==> src/rtl/lzrw1_pkg.sv <==
// lzrw1_pkg: types and default sizes shared by the LZRW1 decompressor blocks
// (history_copy_controller and history_buffer).
package lzrw1_pkg;

    localparam int HIST_SIZE_DEF   = 4096;
    localparam int ENTRY_WIDTH_DEF = 8;
    localparam int LEN_WIDTH_DEF   = 5;
    localparam int ADDR_W_DEF      = $clog2(HIST_SIZE_DEF);

    typedef enum logic [1:0] {
        IDLE = 2'd0,
        LIT  = 2'd1,
        COPY = 2'd2
    } hcc_state_t;

    // Decoded item as produced by the item decoder (default-sized fields).
    typedef struct packed {
        logic                       is_copy;
        logic [ENTRY_WIDTH_DEF-1:0] literal;
        logic [ADDR_W_DEF-1:0]      offset;
        logic [LEN_WIDTH_DEF-1:0]   len;
    } item_t;

endpackage

==> src/rtl/history_copy_controller.sv <==
// history_copy_controller: sequences the LZRW1 history buffer. Takes literal
// and copy items, emits the reconstructed stream at one byte per cycle and
// writes every emitted byte back into the history at wr_ptr.
// Ports:
//   clock, reset (sync, active high), clear (sync block restart, keeps err)
//   cmd_*   : item input, valid/ready handshake
//   out_*   : reconstructed byte stream, valid/ready handshake
//   hb_*    : history buffer write port and combinational read port
//   busy    : an item is being emitted
//   err     : sticky, set by an illegal copy or a copy reaching past the fill
module history_copy_controller
    import lzrw1_pkg::*;
#(
    parameter  int HISTORY_SIZE = HIST_SIZE_DEF,
    parameter  int ENTRY_WIDTH  = ENTRY_WIDTH_DEF,
    parameter  int LEN_WIDTH    = LEN_WIDTH_DEF,
    localparam int ADDR_W       = $clog2(HISTORY_SIZE)
) (
    input  logic                   clock,
    input  logic                   reset,
    input  logic                   clear,
    input  logic                   cmd_valid,
    output logic                   cmd_ready,
    input  logic                   cmd_is_copy,
    input  logic [ENTRY_WIDTH-1:0] cmd_literal,
    input  logic [ADDR_W-1:0]      cmd_offset,
    input  logic [LEN_WIDTH-1:0]   cmd_len,
    output logic                   out_valid,
    input  logic                   out_ready,
    output logic [ENTRY_WIDTH-1:0] out_data,
    output logic                   hb_wr_en,
    output logic [ADDR_W-1:0]      hb_wr_addr,
    output logic [ENTRY_WIDTH-1:0] hb_data_in,
    output logic [ADDR_W-1:0]      hb_rd_addr,
    input  logic [ENTRY_WIDTH-1:0] hb_data_out,
    output logic                   busy,
    output logic                   err
);

    localparam logic [ADDR_W:0] FILL_MAX = (ADDR_W+1)'(HISTORY_SIZE);

    hcc_state_t             state_q, state_d;
    logic [ENTRY_WIDTH-1:0] lit_q, lit_d;
    logic [ADDR_W-1:0]      rd_ptr_q, rd_ptr_d;
    logic [ADDR_W-1:0]      wr_ptr_q, wr_ptr_d;
    logic [LEN_WIDTH-1:0]   rem_q, rem_d;
    logic [ADDR_W:0]        fill_q, fill_d;
    logic                   err_q, err_d;
    logic                   last, hs;

    always_comb begin
        state_d  = state_q;
        lit_d    = lit_q;
        rd_ptr_d = rd_ptr_q;
        wr_ptr_d = wr_ptr_q;
        rem_d    = rem_q;
        fill_d   = fill_q;
        err_d    = err_q;

        out_valid = (state_q != IDLE);
        last      = (state_q == LIT) || ((state_q == COPY) && (rem_q == LEN_WIDTH'(1)));
        hs        = out_valid && out_ready;
        // Accepting during the last handshake lets items run back to back.
        cmd_ready = (state_q == IDLE) || (hs && last);

        case (state_q)
            LIT:     out_data = lit_q;
            COPY:    out_data = hb_data_out;
            default: out_data = '0;
        endcase
        hb_rd_addr = (state_q == COPY) ? rd_ptr_q : wr_ptr_q;
        hb_wr_en   = hs;
        hb_wr_addr = wr_ptr_q;
        hb_data_in = out_data;
        busy       = out_valid;
        err        = err_q;

        if (hs) begin
            wr_ptr_d = wr_ptr_q + 1'b1;
            if (fill_q != FILL_MAX)
                fill_d = fill_q + 1'b1;
            if (state_q == COPY) begin
                rd_ptr_d = rd_ptr_q + 1'b1;
                rem_d    = rem_q - 1'b1;
            end
            if (last)
                state_d = IDLE;
        end

        // A new item sees the pointer/fill already advanced past the byte
        // handed off in this same cycle.
        if (cmd_valid && cmd_ready) begin
            if (!cmd_is_copy) begin
                lit_d   = cmd_literal;
                state_d = LIT;
            end else if (cmd_offset == '0 || cmd_len == '0) begin
                err_d   = 1'b1;
                state_d = IDLE;
            end else begin
                rd_ptr_d = wr_ptr_d - cmd_offset;
                rem_d    = cmd_len;
                state_d  = COPY;
                if ({1'b0, cmd_offset} > fill_d)
                    err_d = 1'b1;
            end
        end

        if (clear) begin
            state_d  = IDLE;
            rd_ptr_d = '0;
            wr_ptr_d = '0;
            rem_d    = '0;
            fill_d   = '0;
        end
    end

    always_ff @(posedge clock) begin
        if (reset) begin
            state_q  <= IDLE;
            lit_q    <= '0;
            rd_ptr_q <= '0;
            wr_ptr_q <= '0;
            rem_q    <= '0;
            fill_q   <= '0;
            err_q    <= 1'b0;
        end else begin
            state_q  <= state_d;
            lit_q    <= lit_d;
            rd_ptr_q <= rd_ptr_d;
            wr_ptr_q <= wr_ptr_d;
            rem_q    <= rem_d;
            fill_q   <= fill_d;
            err_q    <= err_d;
        end
    end

endmodule

==> config.mk <==
export PLATFORM = sky130hd
export DESIGN_NAME = history_copy_controller
export DESIGN_NICKNAME = d
export VERILOG_FILES = /design/src/rtl/lzrw1_pkg.sv /design/src/rtl/history_copy_controller.sv
export SDC_FILE = /design/constraint.sdc
export NUM_CORES = 1
export LEC_CHECK = 0
export BUFFER_PORTS_ARGS = -buffer_cell sky130_fd_sc_hd__buf_2
export CELL_PAD_IN_SITES_DETAIL_PLACEMENT = 0
export CELL_PAD_IN_SITES_GLOBAL_PLACEMENT = 1
export CORE_AREA = 4 4 102 104
export CTS_CLUSTER_DIAMETER = 100
export DETAILED_ROUTE_END_ITERATION = 16
export DIE_AREA = 0 0 106 108
export GPL_ROUTABILITY_DRIVEN = 0
export PLACE_DENSITY_LB_ADDON = 0.1
export SLEW_MARGIN = 20
export SYNTH_ARGS = -nofsm -noshare
export SYNTH_HDL_FRONTEND = slang
export SYNTH_SLANG_ARGS = --single-unit
==> constraint.sdc <==
create_clock -name clock -period 7.1 [get_ports clock]
set_clock_uncertainty 0.2 [all_clocks]
set_input_delay 0.355 -clock clock [delete_from_list [all_inputs] [get_ports clock]]
set_output_delay 0.355 -clock clock [all_outputs]
set_load 0.005 [all_outputs]
=== Word-level counts from Yosys, hierarchy flattened ===
Index checks and enable logic that the tools add are counted.

* Register bits after elaboration: 53
* Output and inout bits: 45
* Bits of input ports: 39
* Logic and storage cells: 58

* Bitwise operators: 1
* Add/sub/neg operators: 5
* Eq/ne operators: 4
* Muxes and demuxes: 22
* Order comparisons: 1
* Reduce and logical (&&, ||, !) cells: 18

{| class="wikitable"
|+ Operator list
! kind !! number
|-
| 2-to-1 mux 12 bit || 7
|-
| 2-to-1 mux 13 bit || 2
|-
| 2-to-1 mux 5 bit || 5
|-
| adder 12 x 1 -> 12 bit, second input constant || 2
|-
| one-hot mux 8 bit (2 select lines) || 1
|-
| adder 13 x 1 -> 13 bit, second input constant || 1
|-
| greater-than comparator 12 x 13 -> 1 bit || 1
|-
| inequality test 13 bit, second input constant || 1
|-
| zero test 12 bit || 1
|-
| subtractor 12 bit || 1
|-
| 2-to-1 mux 2 bit || 5
|-
| nonzero test 2 bit || 4
|-
| equality test 5 x 1 -> 1 bit, second input constant || 1
|-
| zero test 5 bit || 1
|-
| subtractor 5 x 1 -> 5 bit, second input constant || 1
|-
| logical AND 1 bit || 4
|-
| AND reduction 2 bit || 2
|-
| logical OR 1 bit || 3
|-
| AND reduction 3 bit || 1
|-
| equality test 2 x 1 -> 1 bit, second input constant || 1
|-
| equality test 2 bit, second input constant || 1
|-
| zero test 2 bit || 1
|-
| 2-to-1 mux 1 bit || 2
|-
| OR reduction 2 bit || 1
|-
| NOT 1 bit || 1
|}

=== Logic depth before layout (Yosys ltp) ===
Gate-level depths: netlist of run 1.

* Depth in word-level cells: 8
* Gate-level depth with buffers: 16
* Mapped depth without buffers: 16

=== Least setup slack after synthesis of run 1 ===
Ideal clock, no wire load.

* Path kind: flip-flop to flip-flop
* Start point: register state_q[0]
* End point: register rd_ptr_q[10]
* Path slack: 3.988 ns
* Cell stages (with the launch flop): 17
* Path buffers: 1
* Required time: 6.820 ns
* Arrival: 2.832 ns
* Setup time: 0.080 ns
* Period minus slack after synthesis: 3.112 ns
* Cell sequence: dfxtp_1 -> inv_1 -> ha_1 -> inv_1 -> nand2_2 -> inv_2 -> buf_4 -> xnor2_1 -> ha_1 -> inv_1 -> fa_1 -> a211oi_1 -> o211ai_1 -> a41oi_1 -> xnor2_1 -> nor2_1 -> a211oi_2

* Longest elaborated chain between the ends: 7
* Elaborated cells between the ends (all ways): 17
* Classes of those cells: add/sub (1); eq/ne (2); mux (6); reduce/logical (8)

{| class="wikitable"
|+ RTL lines
! what !! line !! text
|-
| start: declaration || history_copy_controller.sv:42 || <nowiki>hcc_state_t state_q, state_d;</nowiki>
|-
| start signal: assignment || history_copy_controller.sv:127 || <nowiki>state_q <= state_d;</nowiki>
|-
| nonzero test 2 bit (*) || history_copy_controller.sv:60 || <nowiki>out_valid = (state_q != IDLE);</nowiki>
|-
| via busy || history_copy_controller.sv:36 || <nowiki>output logic busy,</nowiki>
|-
| logical AND 1 bit (*) || history_copy_controller.sv:62 || <nowiki>hs = out_valid && out_ready;</nowiki>
|-
| via hb_wr_en || history_copy_controller.sv:31 || <nowiki>output logic hb_wr_en,</nowiki>
|-
| 2-to-1 mux 12 bit || history_copy_controller.sv:78 || <nowiki>if (hs) begin</nowiki>
|-
| subtractor 12 bit || history_copy_controller.sv:100 || <nowiki>rd_ptr_d = wr_ptr_d - cmd_offset;</nowiki>
|-
| 2-to-1 mux 12 bit || history_copy_controller.sv:96 || <nowiki>end else if (cmd_offset == '0 || cmd_len == '0) begin</nowiki>
|-
| 2-to-1 mux 12 bit || history_copy_controller.sv:93 || <nowiki>if (!cmd_is_copy) begin</nowiki>
|-
| 2-to-1 mux 12 bit (*) || history_copy_controller.sv:92 || <nowiki>if (cmd_valid && cmd_ready) begin</nowiki>
|-
| end signal: assignment || history_copy_controller.sv:129 || <nowiki>rd_ptr_q <= rd_ptr_d;</nowiki>
|-
| end: declaration || history_copy_controller.sv:44 || <nowiki>logic [ADDR_W-1:0] rd_ptr_q, rd_ptr_d;</nowiki>
|}

Mark *: on every way through the listed nets, which the timed path passes. The rest lies on a longest branch.
A chain may end at the register's enable or synchronous reset.

=== Worst setup path after layout of run 1 ===
* Start point: register state_q[0]
* End point: register err_q, in the netlist err

* Longest elaborated chain between the ends: 7
* Elaborated cells between the ends (all ways): 14
* Classes of those cells: order compare (1); eq/ne (2); mux (1); reduce/logical (10)

{| class="wikitable"
|+ RTL lines
! what !! line !! text
|-
| branches (longest 6 deep; another with greater-than comparator 12 x 13 -> 1 bit) || - ||
|-
| AND reduction 3 bit (no source line) (*) || - ||
|-
| end signal: assignment || history_copy_controller.sv:133 || <nowiki>err_q <= err_d;</nowiki>
|-
| end: declaration || history_copy_controller.sv:48 || <nowiki>logic err_q, err_d;</nowiki>
|}

Every way passes the cells marked *.

==> flow_results.xml, run 1 <==
<?xml version="1.0" encoding="UTF-8"?>
<metrics>
  <group name="run_status">
    <metric name="outcome" unit="">finished, final reports clean</metric>
  </group>
  <group name="yosys">
    <metric name="async_reset_ff_share" unit="%">0</metric>
    <metric name="synth_area" unit="µm²">3740</metric>
    <metric name="postSynthNetCount" unit="">504</metric>
    <metric name="synthAdderAreaFrac" unit="%">11.2</metric>
    <metric name="number_of_flops_mapped_to_enable_cells_by_yosys" unit="">0</metric>
    <metric name="ys_dominant_reg_cell" unit="">sky130_fd_sc_hd__dfxtp_1</metric>
    <metric name="syn_area_per_cell" unit="µm²">8.67</metric>
    <metric name="synthDistinctLibCells" unit="">59</metric>
    <metric name="synth_sequential_area_ratio" unit="%">28.3</metric>
    <metric name="post_synth_xor_area_fraction" unit="%">11.6</metric>
    <metric name="seq_cells_post_synth" unit="">53</metric>
    <metric name="post_synth_and_or_nand_nor_area_fraction" unit="%">22.5</metric>
    <metric name="synth_compound_gate_area_share" unit="%">14.3</metric>
    <metric name="synthMuxAreaShare" unit="%">5.45</metric>
    <metric name="cell_count_after_synthesis" unit="">432</metric>
    <metric name="synth_top_family_by_area" unit="">simple AND/OR/NAND/NOR gates</metric>
    <metric name="ys.warnings.count" unit="">0</metric>
  </group>
  <group name="placement">
    <metric name="detailed_place_hpwl" unit="µm">8010</metric>
    <metric name="dpl_cell_area" unit="µm²">4190</metric>
    <metric name="dpl.cell_count" unit="">625</metric>
    <metric name="port-buffer-count" unit="">83</metric>
  </group>
  <group name="timing">
    <metric name="drv_slew" unit="">0</metric>
    <metric name="finalCriticalPeriod" unit="ps">3570</metric>
    <metric name="fmax" unit="MHz">280</metric>
    <metric name="timing.slew.headroom" unit="%">30.5</metric>
    <metric name="final.hold.worst_slack" unit="ps">74.1</metric>
    <metric name="finalHoldViolations" unit="">0</metric>
    <metric name="report.final.setup_viol" unit="">0</metric>
    <metric name="setup_tns" unit="ps">0</metric>
    <metric name="grt_setup_unrepaired" unit="">no</metric>
    <metric name="max_slew.worst_pin.slew" unit="ps">1040</metric>
    <metric name="layout_worst_path_cycle_share" unit="%">50.3</metric>
  </group>
  <group name="worst_setup_path">
    <metric name="worstPathRequired" unit="ps">7080</metric>
    <metric name="rr_worst_depth" unit="">14</metric>
    <metric name="timing.critical_path.arrival" unit="ps">3560</metric>
    <metric name="worstSetupEndpointType" unit="">register</metric>
    <metric name="worst-path-max-fanout" unit="">13</metric>
    <metric name="setup.worst_path.start_class" unit="">register</metric>
    <metric name="setup.worst_path.class" unit="">reg2reg</metric>
  </group>
  <group name="clock_network">
    <metric name="cts.repair.resized" unit="">0</metric>
    <metric name="clkSinkCount" unit="">53</metric>
    <metric name="clockRootBuffer" unit="">sky130_fd_sc_hd__clkbuf_8</metric>
    <metric name="cts-hold-fix-buffers" unit="">0</metric>
    <metric name="tritoncts" unit="">built</metric>
    <metric name="clk_latency" unit="ps">310</metric>
    <metric name="cts-buffers-inserted" unit="">5</metric>
    <metric name="htreeDepth" unit="">2</metric>
    <metric name="clk_pin_slew_worst_paths" unit="ps">100</metric>
    <metric name="ctsLongestPathBuffers" unit="">2</metric>
    <metric name="cts.repair_timing.setup_buffer_count" unit="">0</metric>
  </group>
  <group name="routing">
    <metric name="route.detailed.drc" unit="">0</metric>
    <metric name="antenna_violating_nets_post_route" unit="">0</metric>
    <metric name="drt-wirelength-per-cell" unit="µm">16.2</metric>
    <metric name="first_iter_violations" unit="">104</metric>
    <metric name="drt_pass1_iterations" unit="">4</metric>
    <metric name="drt-vias-per-instance" unit="">5.17</metric>
    <metric name="totalWireLength" unit="µm">10200</metric>
    <metric name="vias" unit="">3274</metric>
  </group>
  <group name="layout">
    <metric name="finalNonFillerCells" unit="">633</metric>
    <metric name="antenna_cells" unit="">0</metric>
    <metric name="nets" unit="">571</metric>
    <metric name="final_cell_area" unit="µm²">4300</metric>
    <metric name="layout-area-overhead-vs-synth" unit="%">14.9</metric>
    <metric name="final_layout_size_suffix_gt1_share" unit="%">24.8</metric>
  </group>
  <group name="global_route">
    <metric name="global_route_met3_usage" unit="%">3.28</metric>
    <metric name="busiest_layer" unit="">met2</metric>
    <metric name="globalRouteTotalUtil" unit="%">18.5</metric>
    <metric name="gr-total-overflow" unit="">0</metric>
    <metric name="initial_antenna_violation_count" unit="">0</metric>
    <metric name="gr-usage-met1" unit="%">27.0</metric>
    <metric name="vias_in_the_first_global_route" unit="">3199</metric>
    <metric name="globalRouteMet2Util" unit="%">28.6</metric>
    <metric name="first_pass_grt_wire_length" unit="µm">16900</metric>
    <metric name="pin_count_of_the_biggest_net_entering_global_routing" unit="">45</metric>
  </group>
  <group name="worst_hold_path">
    <metric name="min_delay_path_depth" unit="">3</metric>
    <metric name="hold_path.class" unit="">in2reg</metric>
  </group>
  <group name="floorplan">
    <metric name="effective_utilization_at_floorplan" unit="%">39.2</metric>
    <metric name="design.die.area" unit="µm²">11400</metric>
    <metric name="core_region_area" unit="µm²">9550</metric>
    <metric name="die_w" unit="µm">106</metric>
    <metric name="fp.dieH" unit="µm">108</metric>
    <metric name="row_count" unit="">36</metric>
    <metric name="top_level_ports" unit="">84</metric>
  </group>
  <group name="power">
    <metric name="worst_ir_drop_vdd" unit="V">0.0000844</metric>
    <metric name="power.static_leakage" unit="nW">1.84</metric>
    <metric name="power-per-cell-area" unit="nW/µm²">144</metric>
  </group>
  <group name="job">
    <metric name="max-cap-violations" unit="">0</metric>
  </group>
</metrics>
-- cell families after synthesis --
kind of cell | after synthesis
simple gates | 162
compound gates | 69
flops | 53
xor+xnor | 48
buf+inv | 48
fa+ha+maj | 33
mux | 19
-- routing by layer --
layer	part of all wire [%]	vias to the layer above
met2	44	70
li1	-	1635
met1	50	1558
met5	0	-
met4	1.2	0
met3	4.1	11
-- layout make-up --
type	count	area (µm²)
Inverter	24	90.1
Sequential cell	53	1060
Tap cell	133	166
Timing Repair Buffer	84	423
Multi-Input combinational cell	331	2450
Clock inverter	1	30.0
Fill cell	997	5250
Clock buffer	7	86.3
-- critical path, stage by stage (launching register included) --
cell and delay [ps]:
sky130_fd_sc_hd__dfxtp_1 370, sky130_fd_sc_hd__inv_1 80, sky130_fd_sc_hd__ha_1 240, sky130_fd_sc_hd__inv_1 110, sky130_fd_sc_hd__nand2_2 130, sky130_fd_sc_hd__inv_2 230, sky130_fd_sc_hd__nand3_1 110, sky130_fd_sc_hd__nor3_1 410
sky130_fd_sc_hd__nand3_1 150, sky130_fd_sc_hd__xor2_1 180, sky130_fd_sc_hd__ha_1 300, sky130_fd_sc_hd__nand4_1 140, sky130_fd_sc_hd__or4_1 510, sky130_fd_sc_hd__o311ai_0 150, sky130_fd_sc_hd__a211oi_1 130
-- where the power goes --
| group | total [mW] | switching [mW] | internal (mW) |
|---|---|---|---|
| Clock | 0.221 | 0.106 | 0.115 |
| Sequential | 0.310 | 0.00578 | 0.304 |
| Combinational | 0.0879 | 0.0509 | 0.0369 |
| Total | 0.618 | 0.162 | 0.456 |
-- worst paths after layout --
kind             startpoint          to  slack [ps]
max              state_q[0]         err        3530
min          cmd_literal[4]    lit_q[4]          70
max reg2reg      state_q[0]         err        3530
min reg2reg      state_q[1]  state_q[1]         290
-- stage by stage --
stage | utilization, % | worst slack [ps] | power [mW]
after floorplan | - | 3990 | 0.374
after global placement | 43.8 | 3730 | 0.404
after detailed placement | 43.8 | 3560 | 0.405
after CTS | 45.1 | 3530 | 0.626
after global routing | 45.1 | 3160 | 0.650
final | 45.1 | 3530 | 0.618
-- flip-flops by register name, summed over array words and instances (netlist names) --
| register | cells |
|---|---|
| fill_q | 13 |
| hb_wr_addr | 12 |
| rd_ptr_q | 12 |
| lit_q | 8 |
| rem_q | 5 |
| state_q | 2 |
| err | 1 |
-- cells in the mapped netlist, types with 2 or more instances --
cell type / count / share of area [%]
sky130_fd_sc_hd__nor3_2: 2 / 0.53
sky130_fd_sc_hd__mux2i_1: 8 / 2.1
sky130_fd_sc_hd__xor2_1: 17 / 4.0
sky130_fd_sc_hd__and2_1: 2 / 0.33
sky130_fd_sc_hd__nand3_1: 13 / 1.7
sky130_fd_sc_hd__o211ai_1: 2 / 0.40
sky130_fd_sc_hd__nor2b_1: 21 / 3.5
sky130_fd_sc_hd__nor2_1: 55 / 5.5
sky130_fd_sc_hd__and3_1: 2 / 0.33
sky130_fd_sc_hd__buf_2: 3 / 0.40
sky130_fd_sc_hd__nor3b_1: 2 / 0.40
sky130_fd_sc_hd__nor4b_1: 2 / 0.47
sky130_fd_sc_hd__a31oi_1: 3 / 0.50
sky130_fd_sc_hd__a21o_1: 3 / 0.60
sky130_fd_sc_hd__clkbuf_1: 7 / 0.70
sky130_fd_sc_hd__a211oi_1: 10 / 2.0
sky130_fd_sc_hd__a21oi_1: 14 / 1.9
sky130_fd_sc_hd__a22oi_1: 9 / 1.8
sky130_fd_sc_hd__o21ai_0: 8 / 1.1
sky130_fd_sc_hd__xnor2_1: 30 / 7.0
sky130_fd_sc_hd__mux2_2: 11 / 3.3
sky130_fd_sc_hd__a21oi_2: 2 / 0.47
sky130_fd_sc_hd__nand2_1: 30 / 3.0
sky130_fd_sc_hd__a211oi_2: 6 / 2.0
sky130_fd_sc_hd__nand4_1: 10 / 1.7
sky130_fd_sc_hd__inv_1: 23 / 2.3
sky130_fd_sc_hd__and4_1: 5 / 1.2
sky130_fd_sc_hd__o21a_1: 2 / 0.40
sky130_fd_sc_hd__dfxtp_1: 53 / 28
sky130_fd_sc_hd__ha_1: 32 / 11
sky130_fd_sc_hd__nor2_2: 2 / 0.33
sky130_fd_sc_hd__nand2b_1: 2 / 0.33
sky130_fd_sc_hd__buf_4: 11 / 2.2
sky130_fd_sc_hd__nor4_1: 5 / 0.84
-- cells in the final DEF (no fill, tap or decap), drive strengths merged, types with 2 or more instances in the layout --
cell type and instances:
nor3b 2, nor2 57, and3 2, and2 2
a211oi 16, xnor2 30, and4 5, nand3 13
nand4 11, nor3 3, a21o 3, nor4b 2
mux2i 8, mux2 11, clkbuf 7, a31oi 3
nor2b 21, nor4 6, a22oi 9, inv 24
or4 2, nand2b 2, ha 32, o211ai 3
o21a 2, dfxtp 53, nand2 31, a21oi 16
o21ai 9, buf 84, xor2 17
(Power assumes the default switching activity.)
==> inputs of run 2 (changes only) <==
- ABC_AREA: default -> 1
- CORE_AREA: 4 4 102 104 -> 4 4 114 116
- DIE_AREA: 0 0 106 108 -> 0 0 118 120
- clock period: 7.1 -> 3.25 ns (I/O delays scaled with it)
==> run 2 against run 1 <==
  * Via count rose by 26%
  * Clock power rose by 150%
  * Non-clock buffer count rose by 29
  * Synthesized cell count rose by 43%
  * Fmax rose by 19%
  * Sequential cell count did not move
  * Synthesized area rose by 10%
  * Power rose by 140%
  * Setup slack got worse by 3300 ps
  * Largest cell class unchanged
  * Critical path depth rose by 4
==> flow_results.xml, run 2 <==
<?xml version="1.0" encoding="UTF-8"?>
<metrics>
  <group name="clock_network">
    <metric name="tritoncts" unit="">built</metric>
    <metric name="clk_pin_slew_worst_paths" unit="ps">70</metric>
    <metric name="htreeDepth" unit="">2</metric>
    <metric name="clk_latency" unit="ps">300</metric>
    <metric name="cts-buffers-inserted" unit="">5</metric>
    <metric name="clockRootBuffer" unit="">sky130_fd_sc_hd__clkbuf_16</metric>
    <metric name="ctsLongestPathBuffers" unit="">2</metric>
    <metric name="clkSinkCount" unit="">53</metric>
  </group>
  <group name="yosys">
    <metric name="yosys.area.top_type_share" unit="%">25.7</metric>
    <metric name="async_reset_ff_share" unit="%">0</metric>
    <metric name="synth_largest_area_cell" unit="">sky130_fd_sc_hd__dfxtp_1</metric>
    <metric name="postSynthNetCount" unit="">690</metric>
    <metric name="ys_top_cells_by_count" unit="">sky130_fd_sc_hd__nand2_1 (152), sky130_fd_sc_hd__inv_1 (70), sky130_fd_sc_hd__nor2_1 (57)</metric>
    <metric name="synthDistinctLibCells" unit="">44</metric>
    <metric name="number_of_flops_mapped_to_enable_cells_by_yosys" unit="">0</metric>
    <metric name="synth.top_cells.by_area" unit="">sky130_fd_sc_hd__dfxtp_1 (26%), sky130_fd_sc_hd__nand2_1 (14%), sky130_fd_sc_hd__ha_1 (9.7%), sky130_fd_sc_hd__xor2_1 (6.6%), sky130_fd_sc_hd__inv_1 (6.4%)</metric>
    <metric name="ys_dominant_reg_cell" unit="">sky130_fd_sc_hd__dfxtp_1</metric>
    <metric name="synth_sequential_area_ratio" unit="%">25.7</metric>
    <metric name="ys.warnings.count" unit="">0</metric>
    <metric name="most_repeated_cell_in_the_gate_level_netlist_after_synthesis" unit="">sky130_fd_sc_hd__nand2_1</metric>
    <metric name="synth_area" unit="µm²">4130</metric>
    <metric name="syn_area_per_cell" unit="µm²">6.68</metric>
    <metric name="cell_count_after_synthesis" unit="">618</metric>
    <metric name="seq_cells_post_synth" unit="">53</metric>
  </group>
  <group name="routing">
    <metric name="vias" unit="">4132</metric>
    <metric name="totalWireLength" unit="µm">12700</metric>
    <metric name="drt_pass1_iterations" unit="">4</metric>
    <metric name="drt-vias-per-instance" unit="">4.79</metric>
    <metric name="route.detailed.drc" unit="">0</metric>
    <metric name="first_iter_violations" unit="">177</metric>
    <metric name="antenna_violating_nets_post_route" unit="">0</metric>
    <metric name="drt-wirelength-per-cell" unit="µm">14.7</metric>
  </group>
  <group name="timing">
    <metric name="finalCriticalPeriod" unit="ps">3000</metric>
    <metric name="final.hold.worst_slack" unit="ps">97.0</metric>
    <metric name="layout_worst_path_cycle_share" unit="%">92.2</metric>
    <metric name="fmax" unit="MHz">334</metric>
    <metric name="drv_slew" unit="">0</metric>
    <metric name="timing.slew.headroom" unit="%">63.1</metric>
    <metric name="fin_ws" unit="ps">255</metric>
    <metric name="setup_tns" unit="ps">0</metric>
    <metric name="finalHoldViolations" unit="">0</metric>
    <metric name="report.final.setup_viol" unit="">0</metric>
    <metric name="grt_setup_unrepaired" unit="">no</metric>
    <metric name="max_slew.worst_pin.slew" unit="ps">553</metric>
  </group>
  <group name="layout">
    <metric name="nets" unit="">787</metric>
    <metric name="final_core_util" unit="%">42.6</metric>
    <metric name="layout-area-overhead-vs-synth" unit="%">22.9</metric>
    <metric name="antenna_cells" unit="">0</metric>
    <metric name="layout_common_cells" unit="">sky130_fd_sc_hd__nand2_1 (152), sky130_fd_sc_hd__buf_2 (83), sky130_fd_sc_hd__inv_1 (70)</metric>
    <metric name="layout.filler_cells" unit="">1304</metric>
    <metric name="layout.cells.most_common" unit="">sky130_fd_sc_hd__nand2_1</metric>
    <metric name="largest_register" unit="">fill_q</metric>
    <metric name="largest_register_ff_count" unit="">13</metric>
    <metric name="final_layout_size_suffix_gt1_share" unit="%">19.6</metric>
  </group>
  <group name="placement">
    <metric name="port-buffer-count" unit="">83</metric>
    <metric name="detailed_place_hpwl" unit="µm">9890</metric>
    <metric name="place_worst_setup_slack" unit="ps">89.7</metric>
  </group>
  <group name="floorplan">
    <metric name="top_level_ports" unit="">84</metric>
    <metric name="design.die.area" unit="µm²">14200</metric>
    <metric name="core_region_area" unit="µm²">11900</metric>
    <metric name="effective_utilization_at_floorplan" unit="%">34.7</metric>
    <metric name="row_count" unit="">40</metric>
    <metric name="die_w" unit="µm">118</metric>
    <metric name="fp.dieH" unit="µm">120</metric>
  </group>
  <group name="global_route">
    <metric name="globalRouteTotalUtil" unit="%">18.2</metric>
    <metric name="pin_count_of_the_biggest_net_entering_global_routing" unit="">29</metric>
    <metric name="gr-total-overflow" unit="">0</metric>
    <metric name="vias_in_the_first_global_route" unit="">4001</metric>
    <metric name="initial_antenna_violation_count" unit="">0</metric>
    <metric name="first_pass_grt_wire_length" unit="µm">21000</metric>
  </group>
  <group name="worst_setup_path">
    <metric name="critical_path_buf_inv_count" unit="">2</metric>
    <metric name="cp_slowest_cell" unit="">sky130_fd_sc_hd__dfxtp_1</metric>
    <metric name="timing.critical_path.mode_cell" unit="">sky130_fd_sc_hd__nand3_1</metric>
    <metric name="timing.critical_path.arrival" unit="ps">3040</metric>
    <metric name="path_delay_family" unit="">simple AND/OR/NAND/NOR gates</metric>
    <metric name="crit_path_cell_trace" unit="">inv_1 &gt; ha_1 &gt; nor2_4 &gt; nand2_2 &gt; nor2_4 &gt; nand3_2 &gt; nor2_2 &gt; nand4_1 &gt; xor2_1 &gt; ha_1 &gt; nand2_1 &gt; nor2_1 &gt; nand3_1 &gt; nand3_1 &gt; inv_1 &gt; nand2_1 &gt; nand3_1 &gt; a21oi_2</metric>
    <metric name="worst-path-max-fanout" unit="">3</metric>
    <metric name="setup.worst_path.start_class" unit="">register</metric>
    <metric name="register_to_register_setup_slack" unit="ps">250</metric>
    <metric name="setup.worst_path.class" unit="">reg2reg</metric>
    <metric name="worstSetupEndpointType" unit="">register</metric>
    <metric name="crit_path_max_incr_delay" unit="ps">370</metric>
    <metric name="worstPathRequired" unit="ps">3290</metric>
  </group>
  <group name="power">
    <metric name="total_power" unit="mW">1.47</metric>
    <metric name="power-per-cell-area" unit="nW/µm²">289</metric>
    <metric name="power.static_leakage" unit="nW">2.36</metric>
    <metric name="worst_ir_drop_vdd" unit="V">0.000174</metric>
  </group>
  <group name="job">
    <metric name="max-cap-violations" unit="">0</metric>
  </group>
  <group name="run_status">
    <metric name="outcome" unit="">finished, final reports clean</metric>
  </group>
  <group name="worst_hold_path">
    <metric name="hold_path.class" unit="">in2reg</metric>
  </group>
</metrics>
[run 2: cell count changes after synthesis, moves of 7 or more]
cell / change
sky130_fd_sc_hd__a211oi_1: -10
sky130_fd_sc_hd__a21oi_1: +33
sky130_fd_sc_hd__a22oi_1: -9
sky130_fd_sc_hd__inv_1: +47
sky130_fd_sc_hd__inv_2: +7
sky130_fd_sc_hd__mux2_2: -11
sky130_fd_sc_hd__mux2i_1: -8
sky130_fd_sc_hd__nand2_1: +122
sky130_fd_sc_hd__nand3_1: +23
sky130_fd_sc_hd__nand4_1: +10
sky130_fd_sc_hd__nor2b_1: -21
sky130_fd_sc_hd__o21ai_0: +22
sky130_fd_sc_hd__xnor2_1: -26
sky130_fd_sc_hd__xor2_1: +14
[run 2: logic make-up after synthesis]
group,share of synthesized area (%)
fa+ha+maj,10.2
compound gates,11.6
xor+xnor,7.82
buf+inv,10.8
simple gates,33.9
flops,25.7
[run 2: cell type report]
class	instances	area [µm²]	area share, %
multi-input cells	462	2690	52.9
flip-flops and latches	53	1060	20.9
clock buffers	7	133	2.61
well taps	147	184	3.62
repair buffers	113	702	13.8
clock inverters	1	7.51	0.148
inverters	80	303	5.97
[run 2: path summary, 6_finish.rpt]
kind         depth (start not counted)           end        start
max                                 18  rd_ptr_q[11]   state_q[0]
min                                  5   rd_ptr_q[9]  cmd_is_copy
min reg2reg                          2           err          err
max reg2reg                         18  rd_ptr_q[11]   state_q[0]
[run 2: timing repair]
| item | 4_1_cts | 5_1_grt |
|---|---|---|
| endpoints found under the hold margin | 15 | 0 |
| setup endpoints to repair | 0 | 4 |
| setup buffers | 0 | 1 |
| hold buffers | 23 | 0 |
| resized for setup | 0 | 14 |
[run 2: worst register-to-register path, cell delays in order, from the launching register on]
cell and delay [ps]:
sky130_fd_sc_hd__dfxtp_1 370, sky130_fd_sc_hd__inv_1 80, sky130_fd_sc_hd__ha_1 250, sky130_fd_sc_hd__nor2_4 140, sky130_fd_sc_hd__nand2_2 90, sky130_fd_sc_hd__nor2_4 150
sky130_fd_sc_hd__nand3_2 110, sky130_fd_sc_hd__nor2_2 120, sky130_fd_sc_hd__nand4_1 100, sky130_fd_sc_hd__xor2_1 210, sky130_fd_sc_hd__ha_1 330, sky130_fd_sc_hd__nand2_1 80
sky130_fd_sc_hd__nor2_1 150, sky130_fd_sc_hd__nand3_1 100, sky130_fd_sc_hd__nand3_1 120, sky130_fd_sc_hd__inv_1 50, sky130_fd_sc_hd__nand2_1 50, sky130_fd_sc_hd__nand3_1 90
sky130_fd_sc_hd__a21oi_2 160
[run 2: routing by layer]
layer | up-vias | GRT usage, % | part of all wire (%)
li1 | 2186 | - | -
met1 | 1854 | 24.6 | 49
met2 | 85 | 29.7 | 45
met3 | 7 | 3.77 | 4.5
met4 | 0 | 4.32 | 1.2
met5 | - | 0 | 0
[run 2: metrics by stage]
step | cell area (µm²) | cells
floorplan | 4130 | 618
global placement | 4630 | 831
detailed placement | 4630 | 831
CTS | 5000 | 862
global route | 5070 | 863
finish | 5070 | 863
[run 2: power by group]
part | leakage, nW | internal, mW | total (mW) | switching [mW]
Clock | 0.0641 | 0.288 | 0.549 | 0.262
Sequential | 0.429 | 0.664 | 0.678 | 0.0140
Combinational | 1.87 | 0.0987 | 0.241 | 0.143
Total | 2.36 | 1.05 | 1.47 | 0.418
==> inputs of run 3 (changes only) <==
- CORE_AREA: 4 4 114 116 -> 4 4 113 115
- CTS_BUF_LIST: default -> sky130_fd_sc_hd__clkbuf_8
- DIE_AREA: 0 0 118 120 -> 0 0 117 119
==> run 3 against run 2 <==
  * Clock-buffer cell count fell by 1
  * Hold slack got worse by 45 ps
  * Setup slack got worse by 33 ps
  * Design area fell by 0.22%
  * Clock power fell by 23%
  * Highest routed layer unchanged
  * Register-to-register slack got worse by 30 ps
  * Critical path type unchanged
  * Critical endpoint unchanged
  * Fmax fell by 1.1%
  * Critical path depth rose by 1
  * Power fell by 8.1%
  * Sequential power barely moved
==> flow_results.xml, run 3 (synthesis results as in run 2) <==
<?xml version="1.0" encoding="UTF-8"?>
<metrics>
  <group name="placement">
    <metric name="detailed_place_hpwl" unit="µm">9800</metric>
    <metric name="port-buffer-count" unit="">83</metric>
  </group>
  <group name="floorplan">
    <metric name="fp.dieH" unit="µm">119</metric>
    <metric name="top_level_ports" unit="">84</metric>
    <metric name="die_w" unit="µm">117</metric>
    <metric name="effective_utilization_at_floorplan" unit="%">35.0</metric>
    <metric name="design.die.area" unit="µm²">13900</metric>
    <metric name="row_count" unit="">40</metric>
    <metric name="core_region_area" unit="µm²">11800</metric>
  </group>
  <group name="routing">
    <metric name="vias" unit="">4174</metric>
    <metric name="drt-wirelength-per-cell" unit="µm">14.8</metric>
    <metric name="drt-vias-per-instance" unit="">4.83</metric>
    <metric name="totalWireLength" unit="µm">12800</metric>
    <metric name="drt_pass1_iterations" unit="">5</metric>
    <metric name="route.detailed.drc" unit="">0</metric>
    <metric name="antenna_violating_nets_post_route" unit="">0</metric>
    <metric name="first_iter_violations" unit="">184</metric>
  </group>
  <group name="layout">
    <metric name="largest_register" unit="">fill_q</metric>
    <metric name="nets" unit="">788</metric>
    <metric name="layout.cells.most_common" unit="">sky130_fd_sc_hd__nand2_1</metric>
    <metric name="antenna_cells" unit="">0</metric>
    <metric name="final_layout_size_suffix_gt1_share" unit="%">19.8</metric>
    <metric name="layout_common_cells" unit="">sky130_fd_sc_hd__nand2_1 (152), sky130_fd_sc_hd__buf_2 (83), sky130_fd_sc_hd__inv_1 (70)</metric>
    <metric name="layout-area-overhead-vs-synth" unit="%">22.6</metric>
    <metric name="largest_register_ff_count" unit="">13</metric>
  </group>
  <group name="global_route">
    <metric name="vias_in_the_first_global_route" unit="">3816</metric>
    <metric name="pin_count_of_the_biggest_net_entering_global_routing" unit="">29</metric>
    <metric name="gr-total-overflow" unit="">0</metric>
    <metric name="globalRouteTotalUtil" unit="%">18.3</metric>
    <metric name="initial_antenna_violation_count" unit="">0</metric>
    <metric name="first_pass_grt_wire_length" unit="µm">20000</metric>
  </group>
  <group name="worst_setup_path">
    <metric name="worstSetupEndpointType" unit="">register</metric>
    <metric name="worstReg2RegStart" unit="">state_q[0]</metric>
    <metric name="worstPathRequired" unit="ps">3330</metric>
    <metric name="rr_worst_depth" unit="">19</metric>
    <metric name="crit_path_max_incr_delay" unit="ps">360</metric>
    <metric name="register_to_register_setup_slack" unit="ps">220</metric>
    <metric name="timing.critical_path.arrival" unit="ps">3110</metric>
    <metric name="setup.worst_path.class" unit="">reg2reg</metric>
    <metric name="crit_path_cell_trace" unit="">inv_1 &gt; ha_1 &gt; nor2_4 &gt; nand2_2 &gt; nor2_4 &gt; nand3_2 &gt; nor2_2 &gt; nand2_1 &gt; xor2_2 &gt; inv_1 &gt; ha_4 &gt; inv_1 &gt; o21ai_1 &gt; a21boi_0 &gt; nand3_1 &gt; inv_1 &gt; nand2_1 &gt; nand3_1 &gt; a21oi_2</metric>
    <metric name="timing.critical_path.mode_cell" unit="">sky130_fd_sc_hd__inv_1</metric>
    <metric name="worst-path-max-fanout" unit="">5</metric>
    <metric name="cp_slowest_cell" unit="">sky130_fd_sc_hd__dfxtp_2</metric>
    <metric name="setup.worst_path.start_class" unit="">register</metric>
    <metric name="endpoint_of_the_worst_slack_reg_to_reg_timing_path" unit="">rd_ptr_q[11]</metric>
  </group>
  <group name="clock_network">
    <metric name="tritoncts" unit="">built</metric>
    <metric name="clockRootBuffer" unit="">sky130_fd_sc_hd__clkbuf_8</metric>
    <metric name="clkSinkCount" unit="">53</metric>
    <metric name="clk_latency" unit="ps">340</metric>
    <metric name="clk_pin_slew_worst_paths" unit="ps">110</metric>
    <metric name="cts-buffers-inserted" unit="">5</metric>
    <metric name="ctsLongestPathBuffers" unit="">2</metric>
    <metric name="htreeDepth" unit="">2</metric>
    <metric name="cts.repair_timing.setup_buffer_count" unit="">0</metric>
  </group>
  <group name="timing">
    <metric name="finalCriticalPeriod" unit="ps">3030</metric>
    <metric name="drv_slew" unit="">0</metric>
    <metric name="max_slew.worst_pin.slew" unit="ps">575</metric>
    <metric name="timing.slew.headroom" unit="%">61.6</metric>
    <metric name="fmax" unit="MHz">330</metric>
    <metric name="setup_tns" unit="ps">0</metric>
    <metric name="finalHoldViolations" unit="">0</metric>
    <metric name="report.final.setup_viol" unit="">0</metric>
    <metric name="layout_worst_path_cycle_share" unit="%">93.2</metric>
  </group>
  <group name="job">
    <metric name="max-cap-violations" unit="">0</metric>
  </group>
  <group name="worst_hold_path">
    <metric name="hold_end" unit="">hb_wr_addr[1]</metric>
    <metric name="timing.hold.worst.start" unit="">out_ready</metric>
    <metric name="min_delay_path_depth" unit="">4</metric>
    <metric name="hold_path.class" unit="">in2reg</metric>
  </group>
  <group name="power">
    <metric name="total_power" unit="mW">1.35</metric>
    <metric name="power.static_leakage" unit="nW">2.35</metric>
    <metric name="worst_ir_drop_vdd" unit="V">0.000133</metric>
    <metric name="power-per-cell-area" unit="nW/µm²">266</metric>
  </group>
  <group name="run_status">
    <metric name="outcome" unit="">finished, final reports clean</metric>
  </group>
</metrics>
[run 3: cell types whose count changed in the layout (fill, tap and decap cells not counted), moves of 2 or more]
cell                            delta
sky130_fd_sc_hd__clkbuf_8          +6
sky130_fd_sc_hd__clkbuf_16         -5
sky130_fd_sc_hd__dlygate4sd3_1     +3
sky130_fd_sc_hd__buf_4             -2
sky130_fd_sc_hd__clkbuf_1          -2
sky130_fd_sc_hd__dfxtp_1           -2
sky130_fd_sc_hd__dfxtp_2           +2
sky130_fd_sc_hd__nor3_1            +2
sky130_fd_sc_hd__nor3_2            -2
sky130_fd_sc_hd__xor2_1            -2
sky130_fd_sc_hd__xor2_2            +2
[run 3: report_power, final]
| part | internal, mW | total, mW | switching [mW] | leakage, nW |
|---|---|---|---|---|
| sequential | 0.665 | 0.679 | 0.0139 | 0.430 |
| clock | 0.174 | 0.425 | 0.252 | 0.0512 |
| combinational | 0.101 | 0.245 | 0.144 | 1.87 |
| total | 0.939 | 1.35 | 0.410 | 2.35 |
[run 3: timing repair]
| action | 4_1_cts | 5_1_grt |
|---|---|---|
| gates resized for setup | 0 | 16 |
| endpoints found under the setup margin | 0 | 5 |
| hold endpoints to repair | 15 | 0 |
| hold buffers | 26 | 0 |
[run 3: worst max-delay path by stage]
stage                     startpoint            to  slack (ps)  cells past startpoint
after global placement    state_q[0]  rd_ptr_q[11]         110                     19
after detailed placement  state_q[0]  rd_ptr_q[11]         130                     19
after global routing      state_q[0]  rd_ptr_q[11]         -50                     19
after CTS                 state_q[0]  rd_ptr_q[11]          80                     19
after floorplan           state_q[0]  rd_ptr_q[11]         500                     19
final                     state_q[0]  rd_ptr_q[11]         220                     19
[run 3: critical path: cells and delay by family (launching register included)]
family	cells	cell delay, ps
AO/OA/AOI/OAI	3	460
XOR/XNOR	1	160
adder cells (fa/ha/maj)	2	550
buffers and inverters	4	270
flip-flops	1	360
AND/OR/NAND/NOR	9	970
[run 3: through the flow]
step	worst slack [ps]	hold WS [ps]	util (%)	instances	instance area, µm²
floorplan	502	108	-	618	4130
CTS	77.7	38.0	42.2	864	4980
detailed placement	126	228	39.2	830	4630
global placement	114	224	39.2	830	4630
global route	-49.1	70.0	42.9	864	5060
finish	222	52.0	42.9	864	5060
[run 3: layout make-up]
class	instances	area (µm²)
fillers	1276	6750
inverters	80	303
repair buffers	114	717
clock buffers	6	82.6
clock inverters	2	13.8
well taps	147	184
multi-input cells	462	2700
flip-flops and latches	53	1060
[run 3: routing by layer]
metal,global-route usage [%],wire length (µm),up-vias
li1,-,-,2176
met1,26.9,6200,1882
met2,27.7,5820,100
met3,2.79,546,16
met4,4.44,188,0
met5,0,0,-
